[src/rtl/branch_ctrl.sv]
// Branch/jump sequencer: latches one request, resolves it through the external
// comparator, then issues a held PC redirect followed by a counted flush.
module branch_ctrl #(
  parameter int XLEN         = 32,
  parameter int FLUSH_CYCLES = 2
) (
  input  logic            clk,
  input  logic            rst_n,
  input  logic            br_valid,
  output logic            br_ready,
  input  logic [2:0]      br_funct3,
  input  logic            br_jal,
  input  logic            br_jalr,
  input  logic [XLEN-1:0] br_pc,
  input  logic [XLEN-1:0] br_imm,
  input  logic [XLEN-1:0] br_rs1,
  input  logic [XLEN-1:0] br_rs2,
  output logic [XLEN-1:0] cmp_rs1,
  output logic [XLEN-1:0] cmp_rs2,
  output logic            cmp_unsign,
  input  logic            cmp_eq,
  input  logic            cmp_lt,
  output logic            redir_valid,
  input  logic            redir_ready,
  output logic [XLEN-1:0] redir_pc,
  output logic            flush,
  output logic            done,
  output logic            taken,
  output logic            exc_misalign,
  output logic            exc_illegal,
  output logic [31:0]     cnt_br,
  output logic [31:0]     cnt_tk
);

  localparam logic [1:0] ST_IDLE     = 2'd0;
  localparam logic [1:0] ST_RESOLVE  = 2'd1;
  localparam logic [1:0] ST_REDIRECT = 2'd2;
  localparam logic [1:0] ST_FLUSH    = 2'd3;

  localparam int CNT_W = (FLUSH_CYCLES > 1) ? $clog2(FLUSH_CYCLES) : 1;
  localparam logic [CNT_W-1:0] FLUSH_LAST = CNT_W'(FLUSH_CYCLES - 1);
  localparam logic [XLEN-1:0]  ALIGN_MASK = {{(XLEN-1){1'b1}}, 1'b0};

  logic [1:0]      state_reg;
  logic [2:0]      f3_reg;
  logic            jal_reg;
  logic            jalr_reg;
  logic [XLEN-1:0] pc_reg;
  logic [XLEN-1:0] imm_reg;
  logic [XLEN-1:0] rs1_reg;
  logic [XLEN-1:0] rs2_reg;
  logic            unsign_reg;
  logic            redir_valid_reg;
  logic [XLEN-1:0] redir_pc_reg;
  logic            flush_reg;
  logic [CNT_W-1:0] flush_cnt_reg;
  logic            done_reg;
  logic            taken_reg;
  logic            exc_misalign_reg;
  logic            exc_illegal_reg;
  logic [31:0]     cnt_br_reg;
  logic [31:0]     cnt_tk_reg;

  logic            cond_hit;
  logic            is_jump;
  logic            f3_illegal;
  logic            illegal_c;
  logic            take_c;
  logic            misalign_c;
  logic [XLEN-1:0] jalr_sum;
  logic [XLEN-1:0] target_c;

  // Comparator result decode; BLT/BGE/BLTU/BGEU share lt, inverted by funct3[0].
  always_comb begin
    cond_hit = 1'b0;
    case (f3_reg)
      3'b000:                      cond_hit = cmp_eq;
      3'b001:                      cond_hit = !cmp_eq;
      3'b100, 3'b101,
      3'b110, 3'b111:              cond_hit = cmp_lt ^ f3_reg[0];
      default:                     cond_hit = 1'b0;
    endcase
  end

  assign is_jump    = jal_reg | jalr_reg;
  assign f3_illegal = (f3_reg[2:1] == 2'b01);
  assign illegal_c  = !is_jump && f3_illegal;
  assign take_c     = is_jump || (cond_hit && !f3_illegal);
  assign jalr_sum   = rs1_reg + imm_reg;
  assign target_c   = jalr_reg ? (jalr_sum & ALIGN_MASK) : (pc_reg + imm_reg);
  assign misalign_c = take_c && (target_c[1:0] != 2'b00);

  always_ff @(posedge clk) begin
    if (!rst_n) begin
      state_reg        <= ST_IDLE;
      f3_reg           <= '0;
      jal_reg          <= 1'b0;
      jalr_reg         <= 1'b0;
      pc_reg           <= '0;
      imm_reg          <= '0;
      rs1_reg          <= '0;
      rs2_reg          <= '0;
      unsign_reg       <= 1'b0;
      redir_valid_reg  <= 1'b0;
      redir_pc_reg     <= '0;
      flush_reg        <= 1'b0;
      flush_cnt_reg    <= '0;
      done_reg         <= 1'b0;
      taken_reg        <= 1'b0;
      exc_misalign_reg <= 1'b0;
      exc_illegal_reg  <= 1'b0;
      cnt_br_reg       <= '0;
      cnt_tk_reg       <= '0;
    end else begin
      done_reg         <= 1'b0;
      taken_reg        <= 1'b0;
      exc_misalign_reg <= 1'b0;
      exc_illegal_reg  <= 1'b0;
      case (state_reg)
        ST_IDLE: begin
          if (br_valid) begin
            f3_reg     <= br_funct3;
            jal_reg    <= br_jal;
            jalr_reg   <= br_jalr;
            pc_reg     <= br_pc;
            imm_reg    <= br_imm;
            rs1_reg    <= br_rs1;
            rs2_reg    <= br_rs2;
            unsign_reg <= br_funct3[1];
            state_reg  <= ST_RESOLVE;
          end
        end
        ST_RESOLVE: begin
          exc_illegal_reg <= illegal_c;
          if (!take_c || misalign_c) begin
            // Misaligned taken targets resolve as not-taken with no redirect.
            exc_misalign_reg <= misalign_c;
            done_reg         <= 1'b1;
            cnt_br_reg       <= cnt_br_reg + 32'd1;
            state_reg        <= ST_IDLE;
          end else begin
            redir_pc_reg    <= target_c;
            redir_valid_reg <= 1'b1;
            state_reg       <= ST_REDIRECT;
          end
        end
        ST_REDIRECT: begin
          if (redir_ready) begin
            redir_valid_reg <= 1'b0;
            done_reg        <= 1'b1;
            taken_reg       <= 1'b1;
            flush_reg       <= 1'b1;
            flush_cnt_reg   <= FLUSH_LAST;
            cnt_br_reg      <= cnt_br_reg + 32'd1;
            cnt_tk_reg      <= cnt_tk_reg + 32'd1;
            state_reg       <= ST_FLUSH;
          end
        end
        default: begin
          if (flush_cnt_reg == '0) begin
            flush_reg <= 1'b0;
            state_reg <= ST_IDLE;
          end else begin
            flush_cnt_reg <= flush_cnt_reg - CNT_W'(1);
          end
        end
      endcase
    end
  end

  assign br_ready     = (state_reg == ST_IDLE);
  assign cmp_rs1      = rs1_reg;
  assign cmp_rs2      = rs2_reg;
  assign cmp_unsign   = unsign_reg;
  assign redir_valid  = redir_valid_reg;
  assign redir_pc     = redir_pc_reg;
  assign flush        = flush_reg;
  assign done         = done_reg;
  assign taken        = taken_reg;
  assign exc_misalign = exc_misalign_reg;
  assign exc_illegal  = exc_illegal_reg;
  assign cnt_br       = cnt_br_reg;
  assign cnt_tk       = cnt_tk_reg;

endmodule

[config.mk]
export PLATFORM = sky130hd
export DESIGN_NAME = branch_ctrl
export DESIGN_NICKNAME = d
export VERILOG_FILES = /design/src/rtl/branch_ctrl.sv
export SDC_FILE = /design/constraint.sdc
export NUM_CORES = 1
export LEC_CHECK = 0
export CAP_MARGIN = 25
export CELL_PAD_IN_SITES_DETAIL_PLACEMENT = 0
export CELL_PAD_IN_SITES_GLOBAL_PLACEMENT = 1
export CORE_MARGIN = 2
export CORE_UTILIZATION = 39
export DETAILED_ROUTE_END_ITERATION = 16
export PLACE_DENSITY_LB_ADDON = 0.25
export SLEW_MARGIN = 15
export SYNTH_ARGS = -nofsm -noshare
export SYNTH_HDL_FRONTEND = slang
export SYNTH_SLANG_ARGS = --single-unit
export TNS_END_PERCENT = 20
[constraint.sdc]
create_clock -name clk -period 7.2 [get_ports clk]
set_input_delay 1.44 -clock clk [delete_from_list [all_inputs] [get_ports clk]]
set_output_delay 1.44 -clock clk [all_outputs]
set_load 0.01 [all_outputs]
==> impl_metrics.toml, run 1 <==
[route]
detail_route.wl_per_cell_um = 16.24
detailroute.via_count = 11380
drc = 0
postRouteAntennaNets = 0
route.final.wire_length_um = 35880
detail_route.iter0.violations = 818
detail_route.first_pass.iterations = 7
via_per_inst = 5.152

[power_and_ir_drop]
power_density_nw_per_um2 = 277.3
p_leak_nw = 6.442
vdd_ir_drop_max_mv = 0.1956

[clocking]
cts_resized = 0
cts_sink_count = 238
cts.root.buffer_cell = "sky130_fd_sc_hd__clkbuf_16"
clk_path_buf_depth = 3
cts.htree.levels = 1
tritoncts.num_buffers = 28
tritoncts_clock_tree = "done"
worst_skew_late_latency_ps = 550
cts_hold_repair.buffers = 0
post_cts_buffers = 0
clk_pin_slew_worst_paths_ps = 60

[synthesis]
syn_area_per_cell_um2 = 7.985
synthesis.instances = 1525
synth_top_area_share_pct = 39.13
synth_seq_area_share_pct = 39.13
netlist-cell-type-count = 82
ys_dominant_reg_cell = "sky130_fd_sc_hd__dfxtp_1"
post-synth-top-count-cell = "sky130_fd_sc_hd__nand2_1"
ys_top_cells_by_area = "sky130_fd_sc_hd__dfxtp_1 (39%), sky130_fd_sc_hd__nand2_1 (11%), sky130_fd_sc_hd__a21oi_1 (8.9%)"
synth_top_cells_by_count = "sky130_fd_sc_hd__nand2_1 (341), sky130_fd_sc_hd__dfxtp_1 (238), sky130_fd_sc_hd__a21oi_1 (217), sky130_fd_sc_hd__nor2_1 (115), sky130_fd_sc_hd__clkbuf_1 (70)"
syn-cell-area_um2 = 12180
ys_seq_elements = 238
synth_top_cell_by_area = "sky130_fd_sc_hd__dfxtp_1"
post_synth_edffs = 0
synth_fp_nets = 1732
ys_async_sr_fraction_pct = 0
ys_warn_count = 0

[global_routing]
globalRouteOverflowTotal = 0
maximum_number_of_pins_on_one_net_before_global_route_repair = 92
grt_util_all_layers_pct = 21.18
grt_antenna_before_repair = 1
number_of_global_route_vias_before_repair = 10910
grt_first_pass_wirelength_um = 57390

[floorplan]
die-height_um = 180.7
rows = 64
pin_count = 307
placeableCoreArea_um2 = 30670
initial_core_util_pct = 39.70
die_area_um2 = 32650
die_w_um = 180.7

[sta]
max-slew-margin-rel_pct = 32.51
finalWorstSetupSlack_ps = 3551
final.period_utilization_pct = 50.69
worst_pin_slew_ps = 1012
timing.setup.tns_ps = 0
maxClockFrequency_mhz = 274.0
skew_ps = 16.38
finalHoldViolations = 0
unrepaired_setup_endpoints_after_global_routing = "false"
setup-violations-final = 0
final.min_clock_period_ps = 3649
report.final.slew_viol_count = 0

[job]
timing.max_cap.violations = 0

[finish]
drive_above_1_share_pct = 4.691
area_delta_synth_final_pct = 34.46
num-nets-final = 1999

[critical_path]
crit_arrival_ps = 4050
slowest_stage = "sky130_fd_sc_hd__a221oi_2"
critPathMaxFanout = 44
criticalPathCategory = "input pin to flip-flop"
critPathLaunchType = "input pin"
cp-end-kind = "flip-flop"
critical_path_required_ps = 7600
timing.critical_path.cells = "clkdlybuf4s50_1, xor2_1, a221oi_2, nor3b_4, buf_4, a21oi_4, nand4_4, nor2_4, nand4_1, xor2_1, nor2_1"
worst_path_largest_cell_delay_ps = 550
crit_top_cell = "sky130_fd_sc_hd__xor2_1"

[placement]
routabilityCongestion = 0.9385
buffer_ports.inserted = 306
dp_slack_ps = 3007
dp_hpwl_um = 26220

[status]
outcome = "completed"

[hold_path]
hp-class = "flip-flop to flip-flop"
path summary, 6_finish.rpt:
path	from	to	slack [ps]	depth (start not counted)
max	cmp_lt	cnt_br[31]	3550	11
min	cmp_rs2[30]	cmp_rs2[30]	450	2
max reg2reg	imm_reg[0]	cnt_br[31]	3960	12
min reg2reg	cmp_rs2[30]	cmp_rs2[30]	450	2
critical path: cells and delay by family:
kind | cells | cell delay [ps]
xor+xnor | 2 | 300
simple gates | 5 | 730
buf+inv | 2 | 700
compound gates | 2 | 860
through the flow:
step | std cells | power (mW) | hold slack (ps) | utilization, % | instance area, µm²
3_5_place_dp | 2158 | 3.189 | 446.5 | 50.46 | 15470
6_report | 2209 | 4.540 | 453.2 | 53.39 | 16370
5_1_grt | 2209 | 4.823 | 465.0 | 53.39 | 16370
2_1_floorplan | 1525 | 2.590 | 431.4 | - | 12180
4_1_cts | 2208 | 4.591 | 454.8 | 53.38 | 16370
3_3_place_gp | 2158 | 3.180 | 441.1 | 50.46 | 15470
cells by family (layout without fill, tap and decap cells):
logic type | Yosys count | in the layout | share of synthesized area [%]
flops | 238 | 238 | 39.13
simple gates | 612 | 612 | 22.50
compound gates | 392 | 392 | 19.34
buf+inv | 97 | 384 | 3.339
fa+ha+maj | 68 | 68 | 7.111
mux | 8 | 8 | 0.6679
xor+xnor | 110 | 110 | 7.912
other cells | 0 | 1 | 0
metal layers:
metal	track usage [%]	part of all wire [%]	vias up
met5	0	0	-
met4	6.065	2.7	0
met3	4.293	6.1	54
met2	33.72	44	302
met1	29.01	47	5207
li1	-	-	5817
power breakdown:
group	total [mW]	internal [mW]	leakage (nW)	switching (mW)
logic	1.50	0.648	4.06	0.856
clock network	1.38	0.823	0.440	0.555
registers	1.66	1.51	1.94	0.150
area by class of cell:
| type | count | area [µm²] |
|---|---|---|
| diodes | 1 | 2.502 |
| clock buffers | 45 | 834.6 |
| clock inverters | 5 | 61.31 |
| fillers | 2987 | 14300 |
| inverters | 21 | 83.83 |
| multi-input cells | 1190 | 7015 |
| flip-flops and latches | 238 | 4765 |
| well taps | 396 | 495.5 |
| repair buffers | 313 | 3115 |
placed cells by master, fill, tap and decap left out, types with 10 or more instances in the layout:
| cell | count |
|---|---|
| sky130_fd_sc_hd__nand3_1 | 26 |
| sky130_fd_sc_hd__clkbuf_16 | 28 |
| sky130_fd_sc_hd__nor3_1 | 20 |
| sky130_fd_sc_hd__nand2_1 | 340 |
| sky130_fd_sc_hd__xor2_1 | 65 |
| sky130_fd_sc_hd__a21oi_1 | 217 |
| sky130_fd_sc_hd__clkdlybuf4s50_1 | 306 |
| sky130_fd_sc_hd__xnor2_1 | 45 |
| sky130_fd_sc_hd__nand4_1 | 22 |
| sky130_fd_sc_hd__o21ai_0 | 56 |
| sky130_fd_sc_hd__ha_1 | 66 |
| sky130_fd_sc_hd__inv_1 | 19 |
| sky130_fd_sc_hd__nor2_1 | 115 |
| sky130_fd_sc_hd__dfxtp_1 | 238 |
| sky130_fd_sc_hd__clkbuf_1 | 10 |
| sky130_fd_sc_hd__a211oi_1 | 17 |
| sky130_fd_sc_hd__or3_1 | 11 |
| sky130_fd_sc_hd__and3_1 | 20 |
| sky130_fd_sc_hd__a21o_1 | 23 |
No activity file was read; power rests on OpenSTA's default activity.
==> run 2, diff against run 1 <==
CORE_UTILIZATION = 36   (was 39)
clock period = 3.45 ns   (was 7.2 ns; I/O delays follow)
==> run 2 against run 1 <==
  * Hold slack lost 2.4 ps
  * Global-route usage shrank 0.72 points
  * Die area grew 8.1%
  * Highest routed layer unchanged
  * Clock power grew 120%
  * Wire length grew 4.5%
  * Setup slack lost 3100 ps
  * Final area grew 1.7%
  * Via count grew 0.40%
  * Largest power group unchanged
  * Combinational power grew 120%
==> impl_metrics.toml, run 2 (synthesis gave the netlist of run 1 again) <==
[status]
outcome = "completed"

[floorplan]
pin_count = 307
rows = 67
initial_core_util_pct = 36.40
die_w_um = 187.9
die_area_um2 = 35310
placeableCoreArea_um2 = 33450
die-height_um = 187.9

[placement]
placed_area_um2 = 15670
routabilityCongestion = 0.8806
dp_hpwl_um = 27670
buffer_ports.inserted = 306
dp_slack_ps = 320.7

[critical_path]
worstReg2RegStart = "cmp_rs1[2]"
crit_top_cell = "sky130_fd_sc_hd__nor2b_1"
critPathMaxFanout = 4
worst_case_register_to_register_setup_slack_ps = 420
timing.critical_path.cells = "ha_1, nor2b_1, o21bai_1, nor2b_1, o211ai_1, o21ai_0, a21oi_1, o211a_1, mux2i_1, o21a_1"
slowest_stage = "sky130_fd_sc_hd__o21ai_0"
worst_path_largest_cell_delay_ps = 630
crit_arrival_ps = 3460
critical_path_required_ps = 3880
cp-end-kind = "flip-flop"
criticalPathCategory = "flip-flop to flip-flop"
critPathLaunchType = "flip-flop"
crit_path_start = "cmp_rs1[2]"

[sta]
worst_pin_slew_ps = 717.2
timing.setup.tns_ps = 0
skew_ps = 8.026
finalHoldViolations = 0
report.final.slew_viol_count = 0
setup-violations-final = 0
final.min_clock_period_ps = 3029
final.period_utilization_pct = 87.80
maxClockFrequency_mhz = 330.1
max-slew-margin-rel_pct = 51.68
finalWorstSetupSlack_ps = 420.8
unrepaired_setup_endpoints_after_global_routing = "false"

[power_and_ir_drop]
relative_contribution_of_sequential_cells_to_total_power_pct = 35.4
power_switching_share_pct = 34.09
vdd_ir_drop_max_mv = 0.3662
comb_power_share_pct = 33.0
p_leak_nw = 6.542
power_density_nw_per_um2 = 588.1
pwr-share-clk_pct = 31.6
power.net_switching_mw = 3.338
power.internal_mw = 6.452

[route]
drc = 0
postRouteAntennaNets = 0
detail_route.iter0.violations = 645
route.final.wire_length_um = 37500
detail_route.wl_per_cell_um = 16.52
via_per_inst = 5.033
detailroute.via_count = 11430
detail_route.first_pass.iterations = 7

[finish]
layout.filler_cells = 3232
register_area_um2 = 4766
area_delta_synth_final_pct = 36.70
num-nets-final = 2010
layout.cells.most_common_list = "sky130_fd_sc_hd__nand2_1 (340), sky130_fd_sc_hd__clkdlybuf4s50_1 (306), sky130_fd_sc_hd__dfxtp_1 (237), sky130_fd_sc_hd__a21oi_1 (217), sky130_fd_sc_hd__nor2_1 (115)"
multi_input_comb_area_um2 = 7015
layout.cell_area.non_filler_um2 = 16650
antenna-diode-count = 0
drive_above_1_share_pct = 5.653
final_common_cell = "sky130_fd_sc_hd__nand2_1"

[clocking]
worst_skew_late_latency_ps = 540
cts_hold_repair.buffers = 0
cts.htree.levels = 1
clk_pin_slew_worst_paths_ps = 60
tritoncts.num_buffers = 29
cts_resized = 0
post_cts_buffers = 0
cts.root.buffer_cell = "sky130_fd_sc_hd__clkbuf_16"
clk_path_buf_depth = 3
cts_sink_count = 238
tritoncts_clock_tree = "done"

[hold_path]
hp-class = "flip-flop to flip-flop"
min-delay-start = "cmp_rs2[5]"

[global_routing]
grt_first_pass_wirelength_um = 59030
grt_antenna_before_repair = 0
globalRouteOverflowTotal = 0
maximum_number_of_pins_on_one_net_before_global_route_repair = 74
grt_util_all_layers_pct = 20.46
number_of_global_route_vias_before_repair = 10970

[job]
timing.max_cap.violations = 0
-- run 2: cell count changes in the layout (fill, tap and decap cells not counted), moves of 2 or more --
| cell | delta |
|---|---|
| sky130_fd_sc_hd__clkbuf_8 | +3 |
| sky130_fd_sc_hd__clkinvlp_4 | +3 |
| sky130_fd_sc_hd__clkinv_4 | +2 |
| sky130_fd_sc_hd__buf_4 | +6 |
| sky130_fd_sc_hd__clkinv_2 | -2 |
| sky130_fd_sc_hd__clkbuf_1 | -7 |
| sky130_fd_sc_hd__buf_12 | +4 |
-- run 2: power by group through the flow --
stage	combinational [mW]	clock [mW]	sequential, mW
global route	3.57	3.29	3.52
global placement	3.23	0	3.53
finish	3.23	3.09	3.47
detailed placement	3.24	0	3.53
CTS	3.26	3.17	3.47
floorplan	1.86	0	3.54
-- run 2: path summary, 6_finish.rpt --
path / to / cells past startpoint
min: cmp_rs2[5] / 2
min reg2reg: cmp_rs2[5] / 2
max reg2reg: redir_pc[26] / 10
max: redir_pc[26] / 10
-- run 2: metrics by stage --
step                hold slack [ps]  power (mW)  instances  util [%]
finish                        450.8       9.790       2270     49.77
global route                  472.4       10.38       2270     49.77
CTS                           453.5       9.908       2270     49.77
detailed placement            445.5       6.766       2220     46.84
global placement              440.4       6.756       2220     46.84
floorplan                     431.4       5.405       1525         -
-- run 2: layout make-up --
cell class              count  area share (%)
flip-flops and latches    238           28.63
clock inverters             8          0.6314
inverters                  21          0.5036
clock buffers              42           5.254
repair buffers            323           19.47
well taps                 448           3.367
multi-input cells        1190           42.15
-- run 2: metal layers --
metal / wire length [µm] / vias to the layer above / part of all wire [%] / GRT usage, %
met2: 16400 / 327 / 44 / 32.91
met3: 2493 / 54 / 6.6 / 4.118
met1: 17750 / 5208 / 47 / 27.99
li1: - / 5836 / - / -
met5: 0 / - / 0 / 0
met4: 853 / 0 / 2.3 / 5.330
-- run 2: worst max-delay path: cells and delay by family (launching register included) --
family	cells	cell delay, ps
compound gates	6	1660
simple gates	2	470
fa+ha+maj	1	350
flops	1	320
mux	1	130
